<file path="src/rtl/fifo_sync_param.sv">
// Parametrised synchronous FIFO with almost flags, sticky error flags and a peak-occupancy watermark.
// Read data is registered one cycle after an accepted read; a write while full is refused unless it is paired with a read.
module fifo_sync_param #(
  parameter int WIDTH    = 8,
  parameter int DEPTH    = 32,
  parameter int AW       = $clog2(DEPTH),
  parameter int AF_LEVEL = DEPTH - 4,
  parameter int AE_LEVEL = 4
) (
  input  logic             clk,
  input  logic             rst,
  input  logic             clear,
  input  logic             write,
  input  logic [WIDTH-1:0] data_in,
  input  logic             read,
  output logic [WIDTH-1:0] data_out,
  output logic [AW:0]      use_dw,
  output logic             full_n,
  output logic             empty_n,
  output logic             almost_full,
  output logic             almost_empty,
  output logic             overflow,
  output logic             underflow,
  output logic [AW:0]      peak_dw
);

  localparam logic [AW:0] LP_FULL = (AW+1)'(DEPTH);
  localparam logic [AW:0] LP_AF   = (AW+1)'(AF_LEVEL);
  localparam logic [AW:0] LP_AE   = (AW+1)'(AE_LEVEL);

  logic [WIDTH-1:0] r_mem [DEPTH];
  logic [AW-1:0]    r_wr_ptr;
  logic [AW-1:0]    r_rd_ptr;
  logic [AW:0]      r_count;
  logic [AW:0]      r_peak;
  logic [WIDTH-1:0] r_data_out;
  logic             r_full_n;
  logic             r_empty_n;
  logic             r_almost_full;
  logic             r_almost_empty;
  logic             r_overflow;
  logic             r_underflow;

  logic             w_wr_acc;
  logic             w_rd_acc;
  logic [AW:0]      w_count_nxt;

  // A write while full is only accepted when a read frees the slot on the same edge.
  assign w_wr_acc = write & (r_full_n | read);
  assign w_rd_acc = read & r_empty_n;

  always_comb begin
    w_count_nxt = r_count;
    if (w_wr_acc && !w_rd_acc) begin
      w_count_nxt = r_count + 1'b1;
    end else if (!w_wr_acc && w_rd_acc) begin
      w_count_nxt = r_count - 1'b1;
    end
  end

  always_ff @(posedge clk) begin
    if (w_wr_acc && !clear) begin
      r_mem[r_wr_ptr] <= data_in;
    end
  end

  always_ff @(posedge clk or posedge rst) begin
    if (rst) begin
      r_wr_ptr       <= '0;
      r_rd_ptr       <= '0;
      r_count        <= '0;
      r_peak         <= '0;
      r_data_out     <= '0;
      r_full_n       <= 1'b1;
      r_empty_n      <= 1'b0;
      r_almost_full  <= 1'b0;
      r_almost_empty <= 1'b1;
      r_overflow     <= 1'b0;
      r_underflow    <= 1'b0;
    end else if (clear) begin
      r_wr_ptr       <= '0;
      r_rd_ptr       <= '0;
      r_count        <= '0;
      r_peak         <= '0;
      r_full_n       <= 1'b1;
      r_empty_n      <= 1'b0;
      r_almost_full  <= 1'b0;
      r_almost_empty <= 1'b1;
      r_overflow     <= 1'b0;
      r_underflow    <= 1'b0;
    end else begin
      if (w_wr_acc) begin
        r_wr_ptr <= r_wr_ptr + 1'b1;
      end
      if (w_rd_acc) begin
        r_rd_ptr   <= r_rd_ptr + 1'b1;
        r_data_out <= r_mem[r_rd_ptr];
      end
      r_count        <= w_count_nxt;
      r_full_n       <= (w_count_nxt != LP_FULL);
      r_empty_n      <= (w_count_nxt != '0);
      r_almost_full  <= (w_count_nxt >= LP_AF);
      r_almost_empty <= (w_count_nxt <= LP_AE);
      r_overflow     <= r_overflow | (write & ~r_full_n & ~read);
      r_underflow    <= r_underflow | (read & ~r_empty_n);
      r_peak         <= (w_count_nxt > r_peak) ? w_count_nxt : r_peak;
    end
  end

  assign data_out     = r_data_out;
  assign use_dw       = r_count;
  assign full_n       = r_full_n;
  assign empty_n      = r_empty_n;
  assign almost_full  = r_almost_full;
  assign almost_empty = r_almost_empty;
  assign overflow     = r_overflow;
  assign underflow    = r_underflow;
  assign peak_dw      = r_peak;

endmodule

</file>
<file path="config.mk">
export PLATFORM = sky130hd
export DESIGN_NAME = fifo_sync_param
export DESIGN_NICKNAME = d
export VERILOG_FILES = /design/src/rtl/fifo_sync_param.sv
export SDC_FILE = /design/constraint.sdc
export NUM_CORES = 1
export LEC_CHECK = 0
export BUFFER_PORTS_ARGS = -buffer_cell sky130_fd_sc_hd__buf_2
export CAP_MARGIN = 20
export CORE_MARGIN = 2
export CORE_UTILIZATION = 56
export DETAILED_ROUTE_END_ITERATION = 10
export PLACE_DENSITY = 0.76
export SLEW_MARGIN = 0
export SYNTH_ARGS = -nofsm -noshare
export SYNTH_HDL_FRONTEND = slang
export SYNTH_SLANG_ARGS = --single-unit
</file>
<file path="constraint.sdc">
create_clock -name clk -period 2.6 [get_ports clk]
set_input_delay 0 -clock clk [delete_from_list [all_inputs] [get_ports clk]]
set_output_delay 0 -clock clk [all_outputs]
set_load 0.03 [all_outputs]
</file>
==> flow_metrics.tcl, run 1 <==
set metrics [dict create \
    placementRows 53 \
    h-tree-depth 1 \
    synth.ff_latch_count 292 \
    p_comb_frac 0.246 \
    fill_cells 1402 \
    drcViolationCount 0 \
    cap_viol_max_count 0 \
    p_leak_uw 0.004823 \
    crit_path_max_fanout 6 \
    ys_seq_area_frac 0.7083 \
    synth_area_per_cell_sq_um 16.02 \
    synth_warnings 0 \
    cp_slowest_cell "dfrtp_2" \
    dp_cells 1089 \
    hold_viol 0 \
    routed_wl_um 25720 \
    synth-edff-count 256 \
    violations "setup timing" \
    initial_core_util 0.5734 \
    cp.arrival_ps 3090 \
    placement.io_buffers 38 \
    cts_buffers 28 \
    viasPerCell 5.981 \
    drtAntennaViolNets 0 \
    final_cells 1148 \
    wl_per_cell_um 22.40 \
    final_nets 877 \
    core-area_sq_um 21150 \
    dieArea_sq_um 22850 \
    worstPathRequired_ps 3000 \
    critPathLaunchType "flip-flop" \
    setup_ws_ps -91.09 \
    cts_buffer_depth 3 \
    max-vdd-ir-drop_v 0.0008916 \
    p_int_uw 8909 \
    syn_area_sq_um 12130 \
    vias 6866 \
    gp_congestion 0.9535 \
    overflow 0 \
    antenna_found_initial 0 \
    crit_top_cell "a22o_1" \
    drive_above_1_share 0.2073 \
    maxSlewHeadroom 0.3549 \
    clock.fmax_ghz 0.3716 \
    period_minus_slack_ps 2691 \
    cts.sinks 292 \
    holdCritPathClass "in2reg" \
    diodes 0 \
    synth_flop_cell "edfxtp_1" \
    status "finished with violations" \
    whs_ps 24.12 \
    rsz0062_at_grt "yes" \
    power_frac_clock 0.313 \
    drt_iter0_markers 519 \
    area_delta_synth_final_pct 15.32 \
    fp.dieW_um 151.2 \
    tightest_slew_ps 966.6 \
    clock_latency_ps 530 \
    end_kind "flip-flop" \
    hpwl_um 16290 \
    worstSetupPathType "reg2reg" \
    power_density_nw_per_um2 881.6 \
    clk_pin_slew_ps 60 \
    grt_pass1_wl_um 39520 \
    track_usage 0.2305 \
    async_flop_share 0.1233 \
    synthesis.nets 783 \
    switchingPower_uw 3421 \
    grt_pass1_vias 6953 \
    whs_path_depth 1 \
    power_uw 12330 \
    worst_clock_skew_ps 14.89 \
    setup_violations 6 \
    slew_violations 0 \
    crit_path_max_incr_delay_ps 460 \
    cts_tree "built" \
    crit_chain "ha_4, nor2b_4, a22o_1, a22o_1, xor2_2, ha_1, and4_4, a21oi_4, a32oi_4, buf_12, mux2i_2, nor2_1" \
    syn_inst 757 \
    fin_util 0.6612 \
    synth_cell_type_count 52 \
    grt_max_degree 41 \
    die_y_um 151.2 \
    io_pins 39 \
    drt_first_pass_iters 5 \
    root_buffer "clkbuf_16" \
    rr_worst_depth 12 \
    sw_frac_of_total 0.2775 \
    finalCritPeriodShare 1.035 \
    seq_power_share 0.441 \
]
## path summary, 6_finish.rpt
check	startpoint	end	slack, ps
worst max-delay path	use_dw[1]	peak_dw[5]	-90
worst min-delay path	data_in[5]	r_mem[2][5]	20
worst max register to register	use_dw[1]	peak_dw[5]	-90
worst min register to register	data_out[2]	data_out[2]	480
max in group asynchronous	rst	data_out[0]	1580
min in group asynchronous	rst	almost_full	240
## critical path, delay by kind of cell (launching register included)
family | cells | cell delay [ps]
adders and majority gates | 2 | 490
xor gates and xnor gates | 1 | 160
DFF | 1 | 460
muxes | 1 | 210
AOI/OAI and AO/OA | 4 | 660
buffers and inverters | 1 | 160
and+or+nand+nor | 3 | 430
## power groups by stage
| stage | clock network (uW) | registers, uW | logic (uW) |
|---|---|---|---|
| finish | 3860 | 5440 | 3030 |
| global route | 4110 | 5460 | 3230 |
| CTS | 3910 | 5440 | 2990 |
| detailed placement | 0 | 5530 | 2760 |
| global placement | 0 | 5520 | 2670 |
| floorplan | 0 | 5730 | 1810 |
## cell usage after synthesis (4+ instances only)
library cell    n  area (sq um)
a21oi_1        23         115.1
a221oi_1       16         140.1
a22o_1         18         157.7
a22oi_1        33         247.7
buf_1           5         18.77
buf_2          10         50.05
buf_4           7         52.55
buf_6           7         78.83
clkbuf_1       14         52.55
dfrtp_1        34         850.8
edfxtp_1      256          7687
ha_1           13         162.7
inv_1          13         48.80
mux2i_1       135          1351
nand2_1        23         86.33
nand2b_1        5         31.28
nand3_1         5         25.02
nand4_1         4         25.02
nor2_1         58         217.7
nor2b_1        14         87.58
o21ai_0         4         20.02
o22ai_1         8         50.05
o41ai_2         8         130.1
xor2_1          7         61.31
## final cells by class
| class | count | area (sq um) | share of cell area |
|---|---|---|---|
| flip-flops and latches | 292 | 8598 | 0.6147 |
| repair buffers | 107 | 780.7 | 0.05582 |
| inverters | 14 | 52.55 | 0.003757 |
| clock buffers | 42 | 814.5 | 0.05823 |
| multi-input cells | 408 | 3323 | 0.2376 |
| clock inverters | 10 | 73.82 | 0.005278 |
| well taps | 275 | 344.1 | 0.02460 |
## routing by layer
| layer | part of all wire | global-route usage | vias up |
|---|---|---|---|
| li1 | - | - | 3113 |
| met4 | 0.023 | 0.05935 | 0 |
| met5 | 0 | 0 | - |
| met2 | 0.49 | 0.3911 | 278 |
| met3 | 0.067 | 0.03434 | 42 |
| met1 | 0.42 | 0.3164 | 3433 |
## state kept, by name, summed over array words and instances (netlist names)
name and cells:
underflow 1, empty_n 1, almost_empty 1, use_dw 6, almost_full 1, peak_dw 6
r_wr_ptr 5, full_n 1, data_out 8, overflow 1, r_mem 256, r_rd_ptr 5
## logic make-up after synthesis
| kind of cell | synth area share |
|---|---|
| AND/OR/NAND/NOR | 0.05086 |
| buffers and inverters | 0.02517 |
| flip-flops | 0.7083 |
| XOR/XNOR | 0.01217 |
| adder cells (fa/ha/maj) | 0.01341 |
| AO/OA/AOI/OAI | 0.07871 |
| multiplexers | 0.1114 |
## through the flow
step           setup WS, ps  instance area (sq um)  setup TNS (ps)
6_report             -91.09                  13990          -423.7
5_1_grt              -177.8                  13990          -948.8
4_1_cts              -65.65                  13960          -290.5
3_5_place_dp         -121.0                  12990          -641.4
3_3_place_gp         0.9868                  12990               0
2_1_floorplan        -68.21                  12180          -408.8
## cell usage in the layout (no fill, tap or decap), types with 11 or more instances in the layout
cell type and count:
a21oi_1 22, nor2_1 57, edfxtp_1 256, dfrtp_1 30, a22o_1 18, mux2i_1 134
a22oi_1 33, clkbuf_16 29, inv_1 12, buf_4 60, nor2b_1 11, a221oi_1 16
buf_2 38, nand2_1 23
## timing repair
item / 4_1_cts / 5_1_grt
hold buffers: 4 / 0
resized for setup: 3 / 6
setup endpoints to repair: 6 / 6
pin swaps: 2 / 2
endpoints found under the hold margin: 28 / 0
buffers inserted: 2 / 1
No activity file was read; power rests on OpenSTA's default activity.
==> run 2, diff against run 1 <==
--- a/config.mk
+++ b/config.mk
@@ -11,6 +11,8 @@
 export CORE_UTILIZATION = 56
 export DETAILED_ROUTE_END_ITERATION = 10
 export PLACE_DENSITY = 0.76
+export RECOVER_POWER = 100
+export SKIP_LAST_GASP = 1
 export SLEW_MARGIN = 0
 export SYNTH_ARGS = -nofsm -noshare
 export SYNTH_HDL_FRONTEND = slang
==> flow_metrics.tcl, run 2 (synthesis gave the netlist of run 1 again) <==
set metrics [dict create \
    p_leak_uw 0.004729 \
    cap_viol_max_count 7 \
    setup_ws_ps -90.53 \
    placementRows 53 \
    io_pins 39 \
    crit_top_cell "a22o_1" \
    cp_slowest_cell "dfrtp_2" \
    timing.critical_path.buf_inv 1 \
    crit_chain "ha_4, nor2b_4, a22o_1, a22o_1, xor2_2, ha_1, and4_4, a21oi_4, a32oi_4, buf_12, mux2i_2, nor2_1" \
    status "finished with violations" \
    critPathTopFamily "compound AO/OA/AOI/OAI gates" \
    cts_buffer_depth 3 \
    drcViolationCount 0 \
    rsz0062_at_grt "yes" \
    setup_violations 6 \
    place_ws_ps -121.0 \
    power_density_nw_per_um2 882.6 \
    cts_buffers 28 \
    routed_wl_um 25720 \
    drtAntennaViolNets 0 \
    fill_cells 1422 \
    timing.rr.end "peak_dw[5]" \
    track_usage 0.2305 \
    worstPathRequired_ps 3000 \
    drt_first_pass_iters 5 \
    power_uw 12310 \
    clock.fmax_ghz 0.3717 \
    slew_violations 231 \
    final_nets 877 \
    worst_clock_skew_ps 16.48 \
    maxSlewHeadroom -0.09585 \
    viasPerCell 5.957 \
    die_y_um 151.2 \
    placement.io_buffers 38 \
    holdCritPathClass "in2async" \
    clock_latency_ps 530 \
    whs_ps 238.2 \
    grt_pass1_vias 6953 \
    period_minus_slack_ps 2691 \
    worstSetupPathType "reg2reg" \
    h-tree-depth 1 \
    gp_congestion 0.9535 \
    cts.sinks 292 \
    tightest_slew_ps 1644 \
    top_register "r_mem" \
    cts_tree "built" \
    violations "capacitance limit, slew limit, setup timing" \
    r2r-start "use_dw[1]" \
    grt_max_degree 41 \
    seqCellArea_sq_um 8598 \
    r2r_slack_ps -90 \
    overflow 0 \
    end_kind "flip-flop" \
    wl_per_cell_um 22.41 \
    hpwl_um 16290 \
    antenna_found_initial 0 \
    dieArea_sq_um 22850 \
    grt_pass1_wl_um 39520 \
    layout_commonest_cell "edfxtp_1" \
    final_cell_mix "edfxtp_1, mux2i_1, buf_4" \
    clk_pin_slew_ps 60 \
    drt_iter0_markers 567 \
    vias 6839 \
    cp.arrival_ps 3090 \
    multi_input_area_sq_um 3323 \
    fp.dieW_um 151.2 \
    critPathLaunchType "flip-flop" \
    finalCritPeriodShare 1.035 \
    largest_reg_flops 256 \
    initial_core_util 0.5734 \
    diodes 0 \
    area_delta_synth_final_pct 15.02 \
    max-vdd-ir-drop_v 0.0008921 \
    crit_path_max_fanout 6 \
    hold_viol 0 \
    drive_above_1_share 0.1764 \
    core-area_sq_um 21150 \
    rr_worst_depth 12 \
    root_buffer "clkbuf_16" \
    crit_path_max_incr_delay_ps 460 \
]
-- run 2: cell count changes in the layout (fill, tap and decap cells not counted), sizes merged --
cell / change
buf: -27
clkbuf: +27
-- run 2: how the worst max path moves through the flow --
stage / startpoint / to / slack [ps] / depth (start not counted)
final: use_dw[1] / peak_dw[5] / -90 / 12
after floorplan: use_dw[1] / peak_dw[0] / -70 / 11
after CTS: use_dw[1] / peak_dw[5] / -70 / 12
after global routing: use_dw[1] / peak_dw[2] / -180 / 12
after global placement: use_dw[1] / peak_dw[1] / 1 / 11
after detailed placement: use_dw[1] / peak_dw[5] / -120 / 11
-- run 2: worst min-delay path: cells and delay by family --
kind	cells	cell delay, ps
buf+inv	3	1320
-- run 2: report_power, final --
| part | internal (uW) | switching (uW) |
|---|---|---|
| Clock | 2250 | 1600 |
| Sequential | 5270 | 180 |
| Combinational | 1360 | 1650 |
-- run 2: cell type report --
type	instances	area share
Clock buffer	42	0.05839
Clock inverter	10	0.005291
Inverter	14	0.003767
Multi-Input combinational cell	408	0.2382
Sequential cell	292	0.6163
Tap cell	275	0.02466
Timing Repair Buffer	107	0.05336
-- run 2: per-stage QoR --
step	instance area (sq um)	instances	setup TNS (ps)	util
finish	13950	1148	-417.6	0.6595
CTS	13960	1147	-290.5	0.6600
global route	13950	1148	-948.8	0.6595
detailed placement	12990	1089	-641.4	0.6141
global placement	12990	1089	0	0.6141
floorplan	12180	757	-408.8	-
-- run 2: repair_timing --
item,CTS,global route
hold endpoints to repair,28,0
setup endpoints to repair,6,6
hold buffers,4,0
buffers inserted,2,1
gates resized for setup,3,6
pin swaps,2,2
-- run 2: metal layers --
layer	vias to the layer above	global-route usage	share of wire
li1	3109	-	-
met2	258	0.3911	0.49
met1	3422	0.3164	0.42
met5	-	0	0
met4	0	0.05935	0.025
met3	50	0.03434	0.067
